`config.mk`:
```
export PLATFORM = sky130hd
export DESIGN_NAME = display_scan_ctrl
export DESIGN_NICKNAME = d
export VERILOG_FILES = /design/src/rtl/display_pkg.sv /design/src/rtl/tick_divider.sv /design/src/rtl/display_scan_ctrl.sv
export SDC_FILE = /design/constraint.sdc
export NUM_CORES = 1
export LEC_CHECK = 0
export CAP_MARGIN = 10
export CORE_MARGIN = 5
export CORE_UTILIZATION = 45
export CTS_CLUSTER_SIZE = 40
export DETAILED_ROUTE_END_ITERATION = 16
export PLACE_DENSITY_LB_ADDON = 0.05
export SYNTH_ARGS = -nofsm -noshare
export SYNTH_HDL_FRONTEND = slang
export SYNTH_SLANG_ARGS = --single-unit
```
`constraint.sdc`:
```
create_clock -name src_clk -period 5.75 [get_ports src_clk]
set_input_delay 1.15 -clock src_clk [delete_from_list [all_inputs] [get_ports src_clk]]
set_output_delay 1.15 -clock src_clk [all_outputs]
set_load 0.02 [all_outputs]
```
`src/rtl/display_pkg.sv`:
```
// Shared definitions for the multiplexed seven-segment display path.
package display_pkg;

    localparam int unsigned NUM_DIGITS = 4;
    localparam int unsigned DIGIT_W    = 4;
    localparam int unsigned SEL_W      = 2;
    localparam int unsigned DISP_W     = 16;

    // Extract the BCD nibble shown at position sel (position 0 is the rightmost digit).
    function automatic logic [DIGIT_W-1:0] nibble_sel(input logic [DISP_W-1:0] data,
                                                      input logic [SEL_W-1:0]  sel);
        return data[sel*DIGIT_W +: DIGIT_W];
    endfunction

endpackage

```
`src/rtl/tick_divider.sv`:
```
// Free-running prescaler: counts 0..DIV-1 and flags the terminal count.
module tick_divider #(
    parameter int unsigned DIV = 50000
) (
    input  logic clk,
    input  logic rst_n,
    output logic tick
);

    localparam int unsigned CNT_W = (DIV > 1) ? $clog2(DIV) : 1;

    logic [CNT_W-1:0] cnt_q, cnt_d;

    assign tick = (cnt_q == CNT_W'(DIV - 1));

    // Next count: wrap to zero on the terminal count.
    always_comb begin
        cnt_d = cnt_q + CNT_W'(1);
        if (tick) begin
            cnt_d = '0;
        end
    end

    // Counter register.
    always_ff @(posedge clk or negedge rst_n) begin
        if (!rst_n) begin
            cnt_q <= '0;
        end else begin
            cnt_q <= cnt_d;
        end
    end

endmodule

```
`src/rtl/display_scan_ctrl.sv`:
```
// Scan controller for a 4-digit multiplexed display with frame-synchronous,
// double-buffered updates, leading-zero blanking and whole-display blink.
module display_scan_ctrl
    import display_pkg::*;
#(
    parameter int unsigned REFRESH_DIV  = 50000,
    parameter int unsigned BLINK_FRAMES = 64
) (
    input  logic               src_clk,
    input  logic               src_rst_n,
    input  logic               upd_valid,
    input  logic [DISP_W-1:0]  upd_data,
    output logic               upd_ready,
    input  logic               lz_blank_en,
    input  logic               blink_en,
    output logic [SEL_W-1:0]   select,
    output logic [DIGIT_W-1:0] digit_val,
    output logic               digit_blank,
    output logic               frame_tick
);

    localparam int unsigned BCNT_W = (BLINK_FRAMES > 1) ? $clog2(BLINK_FRAMES) : 1;

    logic dwell_end;
    logic frame_end;
    logic accept;

    logic [SEL_W-1:0]   select_q, select_d;
    logic [DIGIT_W-1:0] val_q, val_d;
    logic               blank_q, blank_d;
    logic               frame_tick_q;
    logic [DISP_W-1:0]  disp_q, disp_d;
    logic [DISP_W-1:0]  pend_q, pend_d;
    logic               pend_full_q, pend_full_d;
    logic [BCNT_W-1:0]  bcnt_q, bcnt_d;
    logic               bphase_q, bphase_d;

    tick_divider #(
        .DIV (REFRESH_DIV)
    ) u_tick_divider (
        .clk   (src_clk),
        .rst_n (src_rst_n),
        .tick  (dwell_end)
    );

    assign frame_end = dwell_end & (select_q == SEL_W'(NUM_DIGITS - 1));
    assign accept    = upd_valid & ~pend_full_q;

    assign upd_ready   = ~pend_full_q;
    assign select      = select_q;
    assign digit_val   = val_q;
    assign digit_blank = blank_q;
    assign frame_tick  = frame_tick_q;

    // True when position sel and every more-significant position hold zero.
    // Position 0 always stays lit.
    function automatic logic leading_zero(input logic [DISP_W-1:0] data,
                                          input logic [SEL_W-1:0]  sel);
        logic lz;
        lz = (sel != '0);
        for (int k = 0; k < int'(NUM_DIGITS); k++) begin
            if (k >= int'(sel) && nibble_sel(data, SEL_W'(k)) != '0) begin
                lz = 1'b0;
            end
        end
        return lz;
    endfunction

    // Buffer handoff, blink sequencing and next displayed digit.
    always_comb begin
        select_d    = select_q;
        val_d       = val_q;
        blank_d     = blank_q;
        disp_d      = disp_q;
        pend_d      = pend_q;
        pend_full_d = pend_full_q;
        bcnt_d      = bcnt_q;
        bphase_d    = bphase_q;

        // Commit and accept are mutually exclusive since ready is low while full.
        if (frame_end && pend_full_q) begin
            disp_d      = pend_q;
            pend_full_d = 1'b0;
        end
        if (accept) begin
            pend_d      = upd_data;
            pend_full_d = 1'b1;
        end

        if (dwell_end) begin
            select_d = select_q + SEL_W'(1);

            if (!blink_en) begin
                bcnt_d   = '0;
                bphase_d = 1'b0;
            end else if (frame_end) begin
                if (bcnt_q == BCNT_W'(BLINK_FRAMES - 1)) begin
                    bcnt_d   = '0;
                    bphase_d = ~bphase_q;
                end else begin
                    bcnt_d = bcnt_q + BCNT_W'(1);
                end
            end

            // Use the post-commit value so a new frame shows new data from select 0.
            val_d   = nibble_sel(disp_d, select_d);
            blank_d = (blink_en & bphase_d) | (lz_blank_en & leading_zero(disp_d, select_d));
        end
    end

    // State and registered outputs.
    always_ff @(posedge src_clk or negedge src_rst_n) begin
        if (!src_rst_n) begin
            select_q     <= '0;
            val_q        <= '0;
            blank_q      <= 1'b0;
            frame_tick_q <= 1'b0;
            disp_q       <= '0;
            pend_q       <= '0;
            pend_full_q  <= 1'b0;
            bcnt_q       <= '0;
            bphase_q     <= 1'b0;
        end else begin
            select_q     <= select_d;
            val_q        <= val_d;
            blank_q      <= blank_d;
            frame_tick_q <= frame_end;
            disp_q       <= disp_d;
            pend_q       <= pend_d;
            pend_full_q  <= pend_full_d;
            bcnt_q       <= bcnt_d;
            bphase_q     <= bphase_d;
        end
    end

endmodule

```
==> Flow_metrics.wiki <==
{| class="wikitable"
! Metric !! Value
|-
| Number of synthesized register bits || 64
|-
| Detail-routed via count per cell || 5.501
|-
| Relative area change from synthesis to final layout || 19.31%
|-
| Cell chain of the critical path || clkdlybuf4s50_1
|-
| Distinct cell type count of the synthesized netlist || 37
|-
| CTS tree || done
|-
| Final setup violation count || 0
|-
| Number of cell instances on the worst register-to-register path || 7
|-
| Average wire length per cell after detail routing || 15.74 um
|-
| IO buf count || 29
|-
| Endpoint of the worst hold path || u_tick_divider.cnt_q[0]
|-
| Fill cell total of the finished layout || 613
|-
| Synth Instances || 247
|-
| ANT cells || 0
|-
| Total wire length after detailed routing || 5746 um
|-
| Post-DP Area || 3396 sq um
|-
| Most Crowded Layer GR || met2
|-
| Global routing usage on met1 || 0.1995
|-
| RSZ-0062 raised after global routing || no
|-
| Nets in the synthesized netlist || 273
|-
| Critical path startpoint category || register
|-
| Arrival time of data at the critical path endpoint || 1710 ps
|-
| Beginning of the worst hold path || u_tick_divider.cnt_q[0]
|-
| Final-report max-slew violation count || 0
|-
| DP Wirelength || 3910 um
|-
| # Post-CTS Setup Buffers || 0
|-
| Max Clock Freq || 349.1 MHz
|-
| Total standard cell area after synthesis || 3032 sq um
|-
| Effective utilization at floorplan || 0.4537
|-
| Met2 demand-to-capacity share in global routing || 0.2196
|-
| X dimension of the die || 92.08 um
|-
| CTS Hold Buffers Added || 0
|-
| Top area cells in the synthesized netlist || sky130_fd_sc_hd__dfrtp_1 (53%), sky130_fd_sc_hd__mux2_2 (13%), sky130_fd_sc_hd__mux4_1 (3.5%)
|-
| Critical-path top delay cell || sky130_fd_sc_hd__clkdlybuf4s50_1
|-
| Number of buffers created by CTS || 9
|-
| Post-cts sizing count || 0
|-
| H-tree depth || 3
|-
| Class of the tightest hold or removal check || register to register
|-
| Initial antenna violation count || 0
|-
| Maximum number of pins on one net before global-route repair || 65
|-
| Floorplan Core Area || 6681 sq um
|-
| Most used DFF post-synth || sky130_fd_sc_hd__dfrtp_1
|-
| Endpoint of the lowest-slack register-to-register path || digit_blank
|-
| R2r setup slk || 3020 ps
|-
| Final weighted congestion of routability-driven global placement || 0.7568
|-
| Area fraction of the dominant cell type after synthesis || 0.5283
|-
| Total Negative Setup Slacks || 0 ps
|-
| Final critical-path share of the clock period || 0.4982
|-
| Post-route cell area || 3617 sq um
|-
| Antenna Nets Post-Route || 0
|-
| Max Cap Violations || 0
|-
| Number of detailed-routing iterations run before antenna repair || 6
|-
| Count of boundary I/O pins || 30
|-
| Asr flop ratio synth || 1.000
|-
| Number of vias after detailed routing || 2008
|-
| CP Class || register to output port
|-
| Clk root buf || sky130_fd_sc_hd__clkbuf_8
|-
| IR Drop Worst-Case VDD || 0.0001516 V
|-
| Worst max-slew margin expressed relative to the limit || 0.3979
|-
| Sequential share of the synthesized area || 0.5283
|-
| Clk buf depth || 2
|-
| Setup clock skew after layout || 6.300 ps
|-
| Highest cell delay on the worst timing path || 710 ps
|-
| Die height || 92.08 um
|-
| # clock sinks || 64
|-
| Drt initial violations || 57
|-
| Startpoint of the worst register-to-register path || select[0]
|-
| Result of the run || finished, final reports clean
|-
| Number of DRC violations after detailed routing || 0
|-
| Mean instance size in the synthesized netlist || 12.27 sq um
|-
| Clock transition time at the flip-flop clock pins of the worst setup and hold paths || 70 ps
|-
| Final hold violations || 0
|-
| Depth of the worst hold-timing path || 1
|-
| Die area || 8479 sq um
|-
| Largest fanout of any net on the critical path || 11
|-
| Leakage power figure || 1.636 nW
|-
| Cell accounting for the most synthesized area || sky130_fd_sc_hd__dfrtp_1
|-
| Critical Path RT || 4600 ps
|-
| Insertion delay to the later sink of the worst-skew pair || 340 ps
|-
| Rows || 30
|-
| Sum of overflow across all layers after global routing || 0
|-
| Number of global-route vias before repair || 1959
|-
| Minimum period implied by the final worst setup slack || 2865 ps
|-
| Number of enable flip-flop cells after synthesis || 0
|-
| Layout Nets || 306
|-
| Wire length of the first global-routing pass || 9625 um
|-
| Global routing usage summed across all routing layers || 0.1471
|-
| Cell type group with the largest total delay on the critical path || buffers and inverters
|-
| Share of cells above drive strength 1 || 0.2105
|-
| Count of yosys warnings during synthesis || 0
|-
| Met3 track demand over resource in global routing || 0.02953
|-
| Type of destination of the critical path || output port
|-
| Measured slew at the worst slew-check pin || 903.1 ps
|-
| Power density cells || 262.1 nW/um^2
|-
| Worst path buffer plus inverter count || 1
|}
layout make-up:
class / count / area (sq um) / area share
Sequential cell: 64 / 1602 / 0.4428
Multi-Input combinational cell: 167 / 1364 / 0.3770
Timing Repair Buffer: 32 / 307.8 / 0.08509
Inverter: 6 / 22.52 / 0.006226
Clock inverter: 5 / 80.08 / 0.02214
Tap cell: 80 / 100.1 / 0.02767
Clock buffer: 11 / 141.4 / 0.03909
cell usage after synthesis, types with 4 or more instances:
cell and n:
sky130_fd_sc_hd__nand4_1 4, sky130_fd_sc_hd__mux4_1 4, sky130_fd_sc_hd__o21ai_0 12, sky130_fd_sc_hd__ha_1 5, sky130_fd_sc_hd__and3_1 4, sky130_fd_sc_hd__nor2_1 19
sky130_fd_sc_hd__nand3_1 6, sky130_fd_sc_hd__nand2_1 21, sky130_fd_sc_hd__a21oi_1 8, sky130_fd_sc_hd__inv_1 6, sky130_fd_sc_hd__mux2_2 34, sky130_fd_sc_hd__xor2_1 7
sky130_fd_sc_hd__clkbuf_1 7, sky130_fd_sc_hd__xnor2_1 6, sky130_fd_sc_hd__dfrtp_1 64, sky130_fd_sc_hd__nor4_1 5, sky130_fd_sc_hd__mux2i_1 6, sky130_fd_sc_hd__mux4_2 4
power by group:
| group | switching (mW) | internal [mW] |
|---|---|---|
| clock network | 0.175 | 0.255 |
| logic | 0.0158 | 0.0256 |
| registers | 0.0126 | 0.464 |
| total | 0.204 | 0.744 |
layer usage:
layer	vias up	part of all wire	wire, um
met1	1007	0.48	2758
met5	-	0	0
met3	13	0.028	162
li1	958	-	-
met2	30	0.47	2689
met4	0	0.024	136
stage by stage:
stage / power [mW] / util / hold WS (ps) / instances / setup WS, ps
floorplan: 0.4966 / - / 425.1 / 247 / 3396
finish: 0.9480 / 0.5414 / 465.6 / 365 / 2885
CTS: 0.9608 / 0.5414 / 470.5 / 365 / 2826
global route: 0.9922 / 0.5414 / 493.2 / 365 / 2775
global placement: 0.5272 / 0.5082 / 456.3 / 349 / 3083
detailed placement: 0.5278 / 0.5082 / 459.8 / 349 / 3003
cells by family (layout without fill, tap and decap cells):
logic type | Yosys count | in the layout | share of synthesized area
XOR/XNOR | 13 | 13 | 0.03756
adder cells (fa/ha/maj) | 5 | 5 | 0.02064
buffers and inverters | 16 | 54 | 0.02187
multiplexers | 48 | 48 | 0.2105
flip-flops | 64 | 64 | 0.5283
AO/OA/AOI/OAI | 27 | 27 | 0.05076
AND/OR/NAND/NOR | 74 | 74 | 0.1304
flip-flops by register name, indices dropped and copies added, names as in the netlist:
register / flops
bcnt_q: 6
bphase_q: 1
digit_blank: 1
digit_val: 4
disp_q: 16
frame_tick: 1
pend_full_q: 1
pend_q: 16
select: 2
u_tick_divider.cnt_q: 16
how the worst max path moves through the flow:
stage,from,end,slack (ps),cells after the start
detailed placement,select[0],digit_blank,3000,7
floorplan,upd_valid,pend_q[0],3400,4
global route,select[0],select[0],2770,1
CTS,select[0],select[0],2830,1
finish,select[0],select[0],2890,1
global placement,select[0],digit_blank,3080,7
layout by cell type (no fill, tap or decap), drive strengths merged, types with 7 or more instances in the layout:
master	count
dfrtp	64
mux2	34
clkdlybuf4s50	28
nand2	21
nor2	19
o21ai	13
clkbuf	11
a21oi	8
mux4	8
xor2	7
No activity file was read; power rests on OpenSTA's default activity.
